## config.mk

```make
export PLATFORM = sky130hd
export DESIGN_NAME = way_select_pipe_flat
export DESIGN_NICKNAME = d
export VERILOG_FILES = /design/src/rtl/way_select_pipe_if.sv /design/src/rtl/way_select_pipe.sv /design/src/flat_wrapper.sv
export SDC_FILE = /design/constraint.sdc
export NUM_CORES = 1
export LEC_CHECK = 0
export ABC_AREA = 1
export CAP_MARGIN = 20
export CELL_PAD_IN_SITES_DETAIL_PLACEMENT = 2
export CELL_PAD_IN_SITES_GLOBAL_PLACEMENT = 2
export CORE_MARGIN = 8
export CORE_UTILIZATION = 31
export CTS_CLUSTER_SIZE = 25
export DETAILED_ROUTE_END_ITERATION = 10
export GPL_ROUTABILITY_DRIVEN = 0
export PLACE_DENSITY = 0.87
export SYNTH_ARGS = -nofsm -noshare
export SYNTH_HDL_FRONTEND = slang
export SYNTH_SLANG_ARGS = --single-unit
```

## constraint.sdc

```tcl
create_clock -name clk -period 6.5 [get_ports clk]
set_input_delay 1.3 -clock clk [delete_from_list [all_inputs] [get_ports clk]]
set_output_delay 1.3 -clock clk [all_outputs]
set_load 0.05 [all_outputs]
```

## src/rtl/way_select_pipe_if.sv

```systemverilog
// Request/response bundle between the tag array read, way_select_pipe and the cache controller.
interface way_select_pipe_if #(
  parameter int WAYS      = 4,
  parameter int TAG_WIDTH = 14,
  parameter int SETS      = 16,
  parameter int IDX_W     = $clog2(SETS)
);
  logic                      req_valid;
  logic [IDX_W-1:0]          req_index;
  logic [TAG_WIDTH-1:0]      req_tag;
  logic                      req_alloc;
  logic [WAYS*TAG_WIDTH-1:0] way_tags;
  logic [WAYS-1:0]           way_valid;
  logic [WAYS-1:0]           way_dirty;
  logic                      flush_req;
  logic                      req_ready;
  logic                      rsp_valid;
  logic                      rsp_hit;
  logic [WAYS-1:0]           rsp_hit_way;
  logic                      rsp_multi_hit;
  logic [WAYS-1:0]           rsp_victim_way;
  logic                      rsp_victim_dirty;
  logic                      flush_busy;

  modport master (
    output req_valid, req_index, req_tag, req_alloc, way_tags, way_valid, way_dirty, flush_req,
    input  req_ready, rsp_valid, rsp_hit, rsp_hit_way, rsp_multi_hit, rsp_victim_way,
           rsp_victim_dirty, flush_busy
  );
  modport slave (
    input  req_valid, req_index, req_tag, req_alloc, way_tags, way_valid, way_dirty, flush_req,
    output req_ready, rsp_valid, rsp_hit, rsp_hit_way, rsp_multi_hit, rsp_victim_way,
           rsp_victim_dirty, flush_busy
  );
endinterface

```

## src/rtl/way_select_pipe.sv

```systemverilog
// Registered WAYS-way tag compare / victim select owning per-set tree-PLRU state,
// with same-set bypass and a sequenced PLRU flush walk.
module way_tag_cmp #(
  parameter int TAG_WIDTH = 14
) (
  input  logic [TAG_WIDTH-1:0] tag,
  input  logic [TAG_WIDTH-1:0] req_tag,
  input  logic                 vld,
  input  logic                 req_vld,
  output logic                 hit
);
  assign hit = req_vld & vld & (tag == req_tag);
endmodule

module way_select_pipe #(
  parameter int WAYS      = 4,
  parameter int TAG_WIDTH = 14,
  parameter int SETS      = 16
) (
  input  logic           clk,
  input  logic           reset,
  way_select_pipe_if.slave bus
);
  localparam int IDX_W = $clog2(SETS);
  localparam int NODES = WAYS - 1;
  localparam int LVLS  = $clog2(WAYS);

  typedef enum logic {IDLE, WALK} state_e;

  // Path bits of w, MSB first, pick lower(0)/upper(1) child; each node points away from w.
  function automatic logic [NODES-1:0] plru_touch(input logic [NODES-1:0] cur,
                                                  input logic [LVLS-1:0] w);
    logic [NODES-1:0] r;
    int n;
    r = cur;
    n = 0;
    for (int l = 0; l < LVLS; l++) begin
      r[n] = w[LVLS-1-l];
      n    = 2*n + 1 + (w[LVLS-1-l] ? 1 : 0);
    end
    return r;
  endfunction

  // Node bit 0 steers toward the upper child, 1 toward the lower child.
  function automatic logic [LVLS-1:0] plru_victim(input logic [NODES-1:0] p);
    int n;
    n = 0;
    for (int l = 0; l < LVLS; l++)
      n = 2*n + 1 + (p[n] ? 0 : 1);
    return LVLS'(n - NODES);
  endfunction

  state_e             state_q, state_d;
  logic [IDX_W-1:0]   cnt_q, cnt_d;
  logic [NODES-1:0]   plru_q [SETS];
  logic [NODES-1:0]   plru_d [SETS];

  logic               rsp_valid_q, rsp_valid_d;
  logic               rsp_hit_q, rsp_hit_d;
  logic               rsp_multi_q, rsp_multi_d;
  logic [WAYS-1:0]    rsp_hit_way_q, rsp_hit_way_d;
  logic [WAYS-1:0]    rsp_vic_way_q, rsp_vic_way_d;
  logic               rsp_vic_dirty_q, rsp_vic_dirty_d;
  logic [LVLS-1:0]    rsp_hit_idx_q, rsp_hit_idx_d;
  logic [LVLS-1:0]    rsp_vic_idx_q, rsp_vic_idx_d;
  logic [IDX_W-1:0]   rsp_index_q, rsp_index_d;
  logic               rsp_alloc_q, rsp_alloc_d;

  logic               walking, accept, plru_we;
  logic [WAYS-1:0]    hit_vec;
  logic               hit_any, multi, inv_any;
  logic [LVLS-1:0]    hit_idx, inv_idx, vic_idx;
  logic [NODES-1:0]   plru_upd, plru_rd;

  assign walking = (state_q == WALK);
  assign accept  = bus.req_valid & ~walking;

  for (genvar w = 0; w < WAYS; w++) begin : g_cmp
    way_tag_cmp #(.TAG_WIDTH(TAG_WIDTH)) u_cmp (
      .tag     (bus.way_tags[w*TAG_WIDTH +: TAG_WIDTH]),
      .req_tag (bus.req_tag),
      .vld     (bus.way_valid[w]),
      .req_vld (bus.req_valid),
      .hit     (hit_vec[w])
    );
  end

  // Flush clear outranks the write-back of a response still in flight.
  assign plru_we  = rsp_valid_q & (rsp_hit_q | rsp_alloc_q) & ~walking;
  assign plru_upd = plru_touch(plru_q[rsp_index_q], rsp_hit_q ? rsp_hit_idx_q : rsp_vic_idx_q);
  assign plru_rd  = (plru_we && rsp_index_q == bus.req_index) ? plru_upd : plru_q[bus.req_index];

  always_comb begin
    hit_idx = '0;
    inv_idx = '0;
    inv_any = 1'b0;
    for (int w = WAYS-1; w >= 0; w--)
      if (hit_vec[w]) hit_idx = LVLS'(w);
    for (int w = 0; w < WAYS; w++)
      if (!bus.way_valid[w]) begin
        inv_idx = LVLS'(w);
        inv_any = 1'b1;
      end
    hit_any = |hit_vec;
    multi   = |(hit_vec & (hit_vec - WAYS'(1)));
    vic_idx = inv_any ? inv_idx : plru_victim(plru_rd);
  end

  always_comb begin
    rsp_valid_d     = accept;
    rsp_hit_d       = 1'b0;
    rsp_multi_d     = 1'b0;
    rsp_hit_way_d   = '0;
    rsp_vic_way_d   = '0;
    rsp_vic_dirty_d = 1'b0;
    rsp_hit_idx_d   = '0;
    rsp_vic_idx_d   = '0;
    rsp_index_d     = '0;
    rsp_alloc_d     = 1'b0;
    if (accept) begin
      rsp_hit_d       = hit_any;
      rsp_multi_d     = multi;
      rsp_hit_way_d   = hit_any ? (WAYS'(1) << hit_idx) : '0;
      rsp_vic_way_d   = WAYS'(1) << vic_idx;
      rsp_vic_dirty_d = ~hit_any & ~inv_any & bus.way_dirty[vic_idx];
      rsp_hit_idx_d   = hit_idx;
      rsp_vic_idx_d   = vic_idx;
      rsp_index_d     = bus.req_index;
      rsp_alloc_d     = bus.req_alloc;
    end
  end

  always_comb begin
    state_d = state_q;
    cnt_d   = cnt_q;
    case (state_q)
      IDLE: if (bus.flush_req) begin
        state_d = WALK;
        cnt_d   = '0;
      end
      WALK: begin
        cnt_d = cnt_q + 1'b1;
        if (cnt_q == IDX_W'(SETS-1)) state_d = IDLE;
      end
      default: state_d = IDLE;
    endcase
  end

  always_comb begin
    plru_d = plru_q;
    if (walking)      plru_d[cnt_q]       = '0;
    else if (plru_we) plru_d[rsp_index_q] = plru_upd;
  end

  always_ff @(posedge clk or posedge reset) begin
    if (reset) begin
      state_q         <= IDLE;
      cnt_q           <= '0;
      for (int s = 0; s < SETS; s++) plru_q[s] <= '0;
      rsp_valid_q     <= 1'b0;
      rsp_hit_q       <= 1'b0;
      rsp_multi_q     <= 1'b0;
      rsp_hit_way_q   <= '0;
      rsp_vic_way_q   <= '0;
      rsp_vic_dirty_q <= 1'b0;
      rsp_hit_idx_q   <= '0;
      rsp_vic_idx_q   <= '0;
      rsp_index_q     <= '0;
      rsp_alloc_q     <= 1'b0;
    end else begin
      state_q         <= state_d;
      cnt_q           <= cnt_d;
      plru_q          <= plru_d;
      rsp_valid_q     <= rsp_valid_d;
      rsp_hit_q       <= rsp_hit_d;
      rsp_multi_q     <= rsp_multi_d;
      rsp_hit_way_q   <= rsp_hit_way_d;
      rsp_vic_way_q   <= rsp_vic_way_d;
      rsp_vic_dirty_q <= rsp_vic_dirty_d;
      rsp_hit_idx_q   <= rsp_hit_idx_d;
      rsp_vic_idx_q   <= rsp_vic_idx_d;
      rsp_index_q     <= rsp_index_d;
      rsp_alloc_q     <= rsp_alloc_d;
    end
  end

  assign bus.req_ready        = ~walking;
  assign bus.flush_busy       = walking;
  assign bus.rsp_valid        = rsp_valid_q;
  assign bus.rsp_hit          = rsp_hit_q;
  assign bus.rsp_multi_hit    = rsp_multi_q;
  assign bus.rsp_hit_way      = rsp_hit_way_q;
  assign bus.rsp_victim_way   = rsp_vic_way_q;
  assign bus.rsp_victim_dirty = rsp_vic_dirty_q;
endmodule

```

## src/flat_wrapper.sv

```systemverilog
// flat-port wrapper written by rule: the top's interface ports become plain ports
module way_select_pipe_flat 
#(
  parameter int WAYS      = 4,
  parameter int TAG_WIDTH = 14,
  parameter int SETS      = 16
)
  (clk, reset, bus_req_valid, bus_req_index, bus_req_tag, bus_req_alloc, bus_way_tags, bus_way_valid, bus_way_dirty, bus_flush_req, bus_req_ready, bus_rsp_valid, bus_rsp_hit, bus_rsp_hit_way, bus_rsp_multi_hit, bus_rsp_victim_way, bus_rsp_victim_dirty, bus_flush_busy);
  way_select_pipe_if #(.WAYS(WAYS), .TAG_WIDTH(TAG_WIDTH), .SETS(SETS)) bus_i ();
  input  logic clk;
  input  logic reset;
  input wire logic [$bits(bus_i.req_valid)-1:0] bus_req_valid;
  input wire logic [$bits(bus_i.req_index)-1:0] bus_req_index;
  input wire logic [$bits(bus_i.req_tag)-1:0] bus_req_tag;
  input wire logic [$bits(bus_i.req_alloc)-1:0] bus_req_alloc;
  input wire logic [$bits(bus_i.way_tags)-1:0] bus_way_tags;
  input wire logic [$bits(bus_i.way_valid)-1:0] bus_way_valid;
  input wire logic [$bits(bus_i.way_dirty)-1:0] bus_way_dirty;
  input wire logic [$bits(bus_i.flush_req)-1:0] bus_flush_req;
  output wire logic [$bits(bus_i.req_ready)-1:0] bus_req_ready;
  output wire logic [$bits(bus_i.rsp_valid)-1:0] bus_rsp_valid;
  output wire logic [$bits(bus_i.rsp_hit)-1:0] bus_rsp_hit;
  output wire logic [$bits(bus_i.rsp_hit_way)-1:0] bus_rsp_hit_way;
  output wire logic [$bits(bus_i.rsp_multi_hit)-1:0] bus_rsp_multi_hit;
  output wire logic [$bits(bus_i.rsp_victim_way)-1:0] bus_rsp_victim_way;
  output wire logic [$bits(bus_i.rsp_victim_dirty)-1:0] bus_rsp_victim_dirty;
  output wire logic [$bits(bus_i.flush_busy)-1:0] bus_flush_busy;
  assign bus_i.req_valid = bus_req_valid;
  assign bus_i.req_index = bus_req_index;
  assign bus_i.req_tag = bus_req_tag;
  assign bus_i.req_alloc = bus_req_alloc;
  assign bus_i.way_tags = bus_way_tags;
  assign bus_i.way_valid = bus_way_valid;
  assign bus_i.way_dirty = bus_way_dirty;
  assign bus_i.flush_req = bus_flush_req;
  assign bus_req_ready = bus_i.req_ready;
  assign bus_rsp_valid = bus_i.rsp_valid;
  assign bus_rsp_hit = bus_i.rsp_hit;
  assign bus_rsp_hit_way = bus_i.rsp_hit_way;
  assign bus_rsp_multi_hit = bus_i.rsp_multi_hit;
  assign bus_rsp_victim_way = bus_i.rsp_victim_way;
  assign bus_rsp_victim_dirty = bus_i.rsp_victim_dirty;
  assign bus_flush_busy = bus_i.flush_busy;
  way_select_pipe #(.WAYS(WAYS), .TAG_WIDTH(TAG_WIDTH), .SETS(SETS)) u_core (.clk(clk), .reset(reset), .bus(bus_i));
endmodule
```

==> out/metrics.yaml <==
run_status:
  status: "finished clean"
sta:
  setup_ws_ps: 3040
  whs_ps: 517
  worst_slew_pin_slew_ps: 950
  maxSlewHeadroom_pct: 36.7
  setup_viol: 0
  fin_skew_ps: 7.76
  fmax_mhz: 289
  rsz0062_at_grt: "false"
  final.setup.tns_ps: 0
  finalCriticalPeriod_ps: 3460
  finalCritPeriodShare_pct: 53.3
  drv_slew: 0
  final_hold_viol_count: 0
synth:
  syn_area_mm2: 0.00495
  syn_inst: 718
  synth_area_leaders: "dfrtp_1, nand2_1, inv_1"
  ys_warn_count: 0
  synth_edf_count: 0
  synth.top_cells.by_count: "nand2_1, inv_1, dfrtp_1"
  synthXorXnorAreaFrac_pct: 2.65
  synth.area.mux_share_pct: 0.228
  yosys.area_share.simple_pct: 31.2
  yosys.area.top_type_share_pct: 37.4
  synth_top_family_by_area: "simple AND/OR/NAND/NOR gates"
  synth_compound_area_share_pct: 16.2
  synth-seq-cells: 74
  ys_seq_area_share_pct: 37.4
  synth_ff_type: "dfrtp_1"
  yosysUniqueCellTypes: 39
  synthAdderAreaFrac_pct: 1.01
  synth.most_common_cell: "nand2_1"
  syn_nets: 809
  avgSynthCellArea_um2: 6.89
  yosys.area.top_type: "dfrtp_1"
  async_reset_ff_share_pct: 100
setup_path:
  crit_required_ps: 6720
  cpPeakStageDelay_ps: 460
  worstSetupStartpointType: "input port"
  worstSetupEndpointType: "register"
  crit_slowest_cell: "clkdlybuf4s50_1"
  cp_top_family: "simple AND/OR/NAND/NOR gates"
  crit_cells: 17
  startpoint: "bus_req_index[0]"
  r2r-start: "u_core.rsp_index_q[0]"
  reg2reg_slack_ps: 3640
  ff2ff_path_depth: 11
  cp-endpoint: "u_core.bus.rsp_victim_dirty"
  cp_max_fo: 32
  arrival_ps: 3690
  timing.rr.end: "u_core.plru_q[28]"
  path_buf_inv: 4
  worstSetupPathType: "input port to register"
  path_cells: "clkdlybuf4s50_1 -> buf_4 -> inv_2 -> nand2_1 -> nand3_1 -> nand2_1 -> inv_1 -> nand2_1 -> nand3_1 -> nand3_1 -> nand3_1 -> nand3_2 -> nand2_2 -> nand2_1 -> nand3_1 -> nand2_1 -> nor2_1"
cts:
  htreeDepth: 3
  cts_hold_buf: 0
  clk_latency_ps: 340
  postCtsSetupRepairBufs: 0
  cts_tree: "built"
  cts_buffer_depth: 2
  cts_root_buf: "clkbuf_16"
  cts.sinks: 74
  clk_pin_slew_worst_paths_ps: 60
  post_cts_resized: 0
  cts_buffers: 9
grt:
  grt_pass1_vias: 6433
  grt_usage_pct: 23.2
  grt_remaining_overflow: 0
  grt_pass1_wl_um: 36100
  antenna_found_initial: 0
  grt_start_max_net_pins: 70
cells_and_area:
  instances_no_fill: 1032
  utilization_pct: 40.9
  design_area_mm2: 0.00645
  finalNetCount: 903
  area_growth_pct: 30.3
  drive_above_1_share_pct: 5.27
  diodes: 0
floorplanning:
  num_rows: 46
  die-width_um: 142
  die_area_mm2: 0.0203
  die_h_um: 142
  pin_count: 101
  core_mm2: 0.0158
  start_util_pct: 31.4
place:
  place_hpwl_um: 17600
  place_area_mm2: 0.00611
  dp.cells: 1016
  io_buffer_count: 100
  place_ws_ps: 2790
routing:
  drc_errors: 0
  wire_per_inst_um: 22.0
  wirelength_um: 22800
  drt-initial-drc-count: 243
  ant_nets: 0
  drt_pre_antenna_iters: 4
  drt-vias-per-instance: 5.37
  via_count: 5537
power_and_ir_drop:
  peakVddDrop_mv: 0.113
  pwr_density_cell_mw_per_mm2: 240
  leakage_nw: 3.10
  power_mw: 1.55
min_path:
  worstHoldPathType: "register to register"
job:
  maxCapViolations: 0
[metal layers]
| metal | global-route usage [%] | share of wire (%) | routed length [µm] | vias to the layer above |
|---|---|---|---|---|
| met5 | 0 | 0 | 0 | - |
| li1 | - | - | - | 2538 |
| met3 | 3.66 | 3.4 | 771 | 53 |
| met4 | 11.5 | 4.2 | 952 | 0 |
| met2 | 41.2 | 51 | 11700 | 149 |
| met1 | 26.5 | 41 | 9340 | 2797 |
[worst register-to-register path, delay by kind of cell, from the launching register on]
| kind | cells | cell delay, ps |
|---|---|---|
| buffers and inverters | 2 | 500 |
| and+or+nand+nor | 6 | 490 |
| DFF | 1 | 650 |
| AOI/OAI and AO/OA | 3 | 1060 |
[flip-flops by register name, indices dropped and copies added (netlist names)]
name and cells:
u_core.plru_q 48, u_core.bus.rsp_hit_way 4, u_core.bus.rsp_victim_way 4, u_core.cnt_q 4, u_core.rsp_index_q 4, u_core.rsp_hit_idx_q 2
u_core.rsp_vic_idx_q 2, u_core.bus.flush_busy 1, u_core.bus.rsp_hit 1, u_core.bus.rsp_multi_hit 1, u_core.bus.rsp_valid 1, u_core.bus.rsp_victim_dirty 1
u_core.rsp_alloc_q 1
[worst min-delay path by stage]
stage / from / endpoint / slack (ps) / cells after the start
3_3_place_gp: u_core.plru_q[42] / u_core.plru_q[42] / 480 / 2
3_5_place_dp: u_core.plru_q[42] / u_core.plru_q[42] / 500 / 2
4_1_cts: u_core.plru_q[42] / u_core.plru_q[42] / 520 / 2
6_report: u_core.plru_q[42] / u_core.plru_q[42] / 520 / 2
5_1_grt: u_core.plru_q[42] / u_core.plru_q[42] / 550 / 2
2_1_floorplan: u_core.plru_q[42] / u_core.plru_q[42] / 450 / 2
[cell usage in the layout (no fill, tap or decap), drive strengths merged, types with 3 or more instances in the layout]
cell / synthesis / final
nand2: 218 / 218
inv: 111 / 111
clkdlybuf4s50: 0 / 100
dfrtp: 74 / 74
nor2: 65 / 65
nand3: 57 / 57
o22ai: 52 / 52
o21ai: 39 / 39
xor2: 11 / 11
clkbuf: 8 / 11
nand4: 10 / 10
a21oi: 6 / 6
nor3: 6 / 6
nor4: 6 / 6
o211ai: 6 / 6
o31ai: 5 / 5
or2: 5 / 5
xnor2: 4 / 4
ha: 4 / 4
buf: 14 / 4
a211oi: 3 / 3
a221oi: 3 / 3
bufinv: 0 / 3
[cell type report]
class / count / area [µm²]
inverter: 111 / 417
clock inverter: 5 / 104
clock buffer: 10 / 229
sequential: 74 / 1850
multi-input combinational: 511 / 2540
tap: 216 / 270
timing repair buffer: 105 / 1040
fill: 1857 / 9320
[power breakdown]
part	switching (mW)	internal, mW	total (mW)	leakage, nW
Clock	0.203	0.373	0.576	0.163
Combinational	0.296	0.144	0.440	1.92
Sequential	0.0469	0.484	0.530	1.02
Total	0.545	1.00	1.55	3.10
[cell families (layout without fill, tap and decap cells)]
kind of cell | after synthesis | in the layout
and+or+nand+nor | 369 | 369
adders and majority gates | 4 | 4
AOI/OAI and AO/OA | 122 | 122
buffers and inverters | 133 | 231
DFF | 74 | 74
muxes | 1 | 1
xor gates and xnor gates | 15 | 15
Note: power is estimated with default switching activity, not from simulation.
==> RTL edit, RTL diff (same settings) <==
`WAYS` is set to 4 in 3 places; all go to 8.
--- a/src/rtl/way_select_pipe_if.sv
+++ b/src/rtl/way_select_pipe_if.sv
@@ -1,6 +1,6 @@
 // Request/response bundle between the tag array read, way_select_pipe and the cache controller.
 interface way_select_pipe_if #(
-  parameter int WAYS      = 4,
+  parameter int WAYS      = 8,
   parameter int TAG_WIDTH = 14,
   parameter int SETS      = 16,
   parameter int IDX_W     = $clog2(SETS)
--- a/src/rtl/way_select_pipe.sv
+++ b/src/rtl/way_select_pipe.sv
@@ -13,7 +13,7 @@
 endmodule
 
 module way_select_pipe #(
-  parameter int WAYS      = 4,
+  parameter int WAYS      = 8,
   parameter int TAG_WIDTH = 14,
   parameter int SETS      = 16
 ) (
--- a/src/flat_wrapper.sv
+++ b/src/flat_wrapper.sv
@@ -1,7 +1,7 @@
 // flat-port wrapper written by rule: the top's interface ports become plain ports
 module way_select_pipe_flat 
 #(
-  parameter int WAYS      = 4,
+  parameter int WAYS      = 8,
   parameter int TAG_WIDTH = 14,
   parameter int SETS      = 16
 )
Ports: changed (5 resized); port bits go from 101 to 173. The function was not compared with the original's and may differ.
==> RTL edit against the unedited design <==
Critical path depth grew 8. Utilization decreased by 0.71 points. Worst setup slack lost 1.6 ns. Synthesized area is 93% higher. Sequential cell count grew 74. Fmax decreased by 31%. Routed wire length up 120%. Non-clock buffer count up 79. Cell area grew 90%. Via count rose by 99%. Total power up 90%. Worst hold slack improved by 0.017 ns. Critical path type unchanged.
==> RTL edit: results (changes against the unedited design) <==
- Worst Hold Path EP: u_core.plru_q[77]
- Critical path's slowest cell: clkdlybuf4s50_1
- Synth area leaders: dfrtp_1 (39%), nand2_1 (9.7%), o22ai_1 (9.6%)
- Worst Setup EP: u_core.bus.rsp_victim_dirty
- Total GRT Usage: 27.1% (+3.9 points)
- Mean Syn Cell Area: 7.34 µm² (+6.5%)
- Layout cells sized above 1: 5.08% (-0.19 points)
- CP arrival: 5.38 ns (+1.69 ns)
- RR Startpoint: u_core.rsp_index_q[1]
- Worst-skew pair later-pin latency: 0.45 ns (+0.11 ns)
- Max Fanout on Critical Path: 16 (-50%)
- CP top delay family: buffers and inverters
- Largest net degree at the start of global routing: 111 (+59%)
- Vias in the first global route: 12269 (+91%)
- Async SR Flop Fraction: 100% (unchanged)
- Ys Warns: 0 (unchanged)
- Worst r2r path cells: 26 (+15)
- XOR/XNOR Fraction of Synth Area: 3.03% (+0.37 points)
- Grt ovf: 0 (unchanged)
- Worst Tran Pin Value: 1.12 ns (+0.174 ns)
- Initial DRC Count: 790 (+230%)
- Main flop type after synthesis: dfrtp_1
- Hold WC Path Type: flop to flop
- Via count: 11035 (+99%)
- Launch point of the worst path: bus_req_index[2]
- Antenna violations before repair: 6 (+6)
- H-tree depth: 4 (+1)
- Synth Net Count: 1462 (+81%)
- Post-CTS setup buffer count: 0 (unchanged)
- Status: finished clean
- Num CTS Buffers: 17 (+8)
- Worst hold slack: 0.533 ns (+0.0166 ns)
- # fillers: 3517 (+89%)
- Leakage: 0.00522 µW (+68%)
- Compound-cell area share of the yosys netlist: 24.7% (+8.5 points)
- Synth cell types: 49 (+26%)
- Post-DP HPWL: 35.5 mm (+100%)
- Most common library cells after synthesis: nand2_1 (246), inv_1 (173), dfrtp_1 (148)
- DP Cell Count: 1818 (+79%)
- DP Worst Slack: 1.19 ns (-1.60 ns)
- PostCTS Resize Cnt: 0 (unchanged)
- Fin cells: 1859 (+80%)
- Slowest Stage Delay on Critical Path: 0.84 ns (+0.38 ns)
- Source of the worst hold timing path: u_core.plru_q[77]
- RR Endpoint: u_core.bus.rsp_victim_dirty
- DR WL/cell: 26.8 µm (+21%)
- Placed inst area: 11500 µm² (+88%)
- Cell Pwr Density: 241 nW/µm² (+0.45%)
- Sequential area share after synthesis: 38.8% (+1.4 points)
- Nets: 1605 (+78%)
- Post-synthesis mux area share: 0% (-0.23 points)
- PortBufs: 172 (+72%)
- Global-route wire length before repair: 75.4 mm (+110%)
- Maximum vdd drop: 0.112 mV (-0.29%)
- First drt pass iteration count: 5 (+1)
- Clock Skews: 0.0134 ns (+0.00561 ns)
- Max Root-Sink Buffers: 2 (unchanged)
- Reg2reg setup slack: 1.75 ns (-1.89 ns)
- Post-Synth Adder-Cell Area: 1.31% (+0.30 points)
- Largest register FFs: 112 (+130%)
[RTL edit: cell count changes after synthesis, moves of 14 or more]
cell      unedited run  this run
a21oi_1              6        62
clkbuf_1             8        28
dfrtp_1             74       148
inv_1              107       173
nand2_1            217       246
nand3_1             54       102
nor2_1              65        79
o21ai_0             30       112
o22ai_1             52       146
xnor2_1              4        20
[RTL edit: area by class of cell]
type,count,area share [%]
sequential,148,30.3
inverter,184,5.73
tap,396,4.05
multi-input combinational,909,39.5
clock inverter,14,1.83
antenna,6,0.123
timing repair buffer,184,14.9
clock buffer,18,3.59
[RTL edit: routing by layer]
layer	part of all wire (%)	global-route usage, %	vias to the layer above
met5	0	0	-
met4	4.6	14.0	0
met3	6.0	5.47	135
met2	50	45.9	436
met1	40	32.0	5684
li1	-	-	4780
[RTL edit: where the power goes]
| group | total, µW | internal, µW | switching [µW] |
|---|---|---|---|
| registers | 977 | 946 | 31.4 |
| clock network | 1150 | 697 | 450 |
| logic | 821 | 243 | 577 |
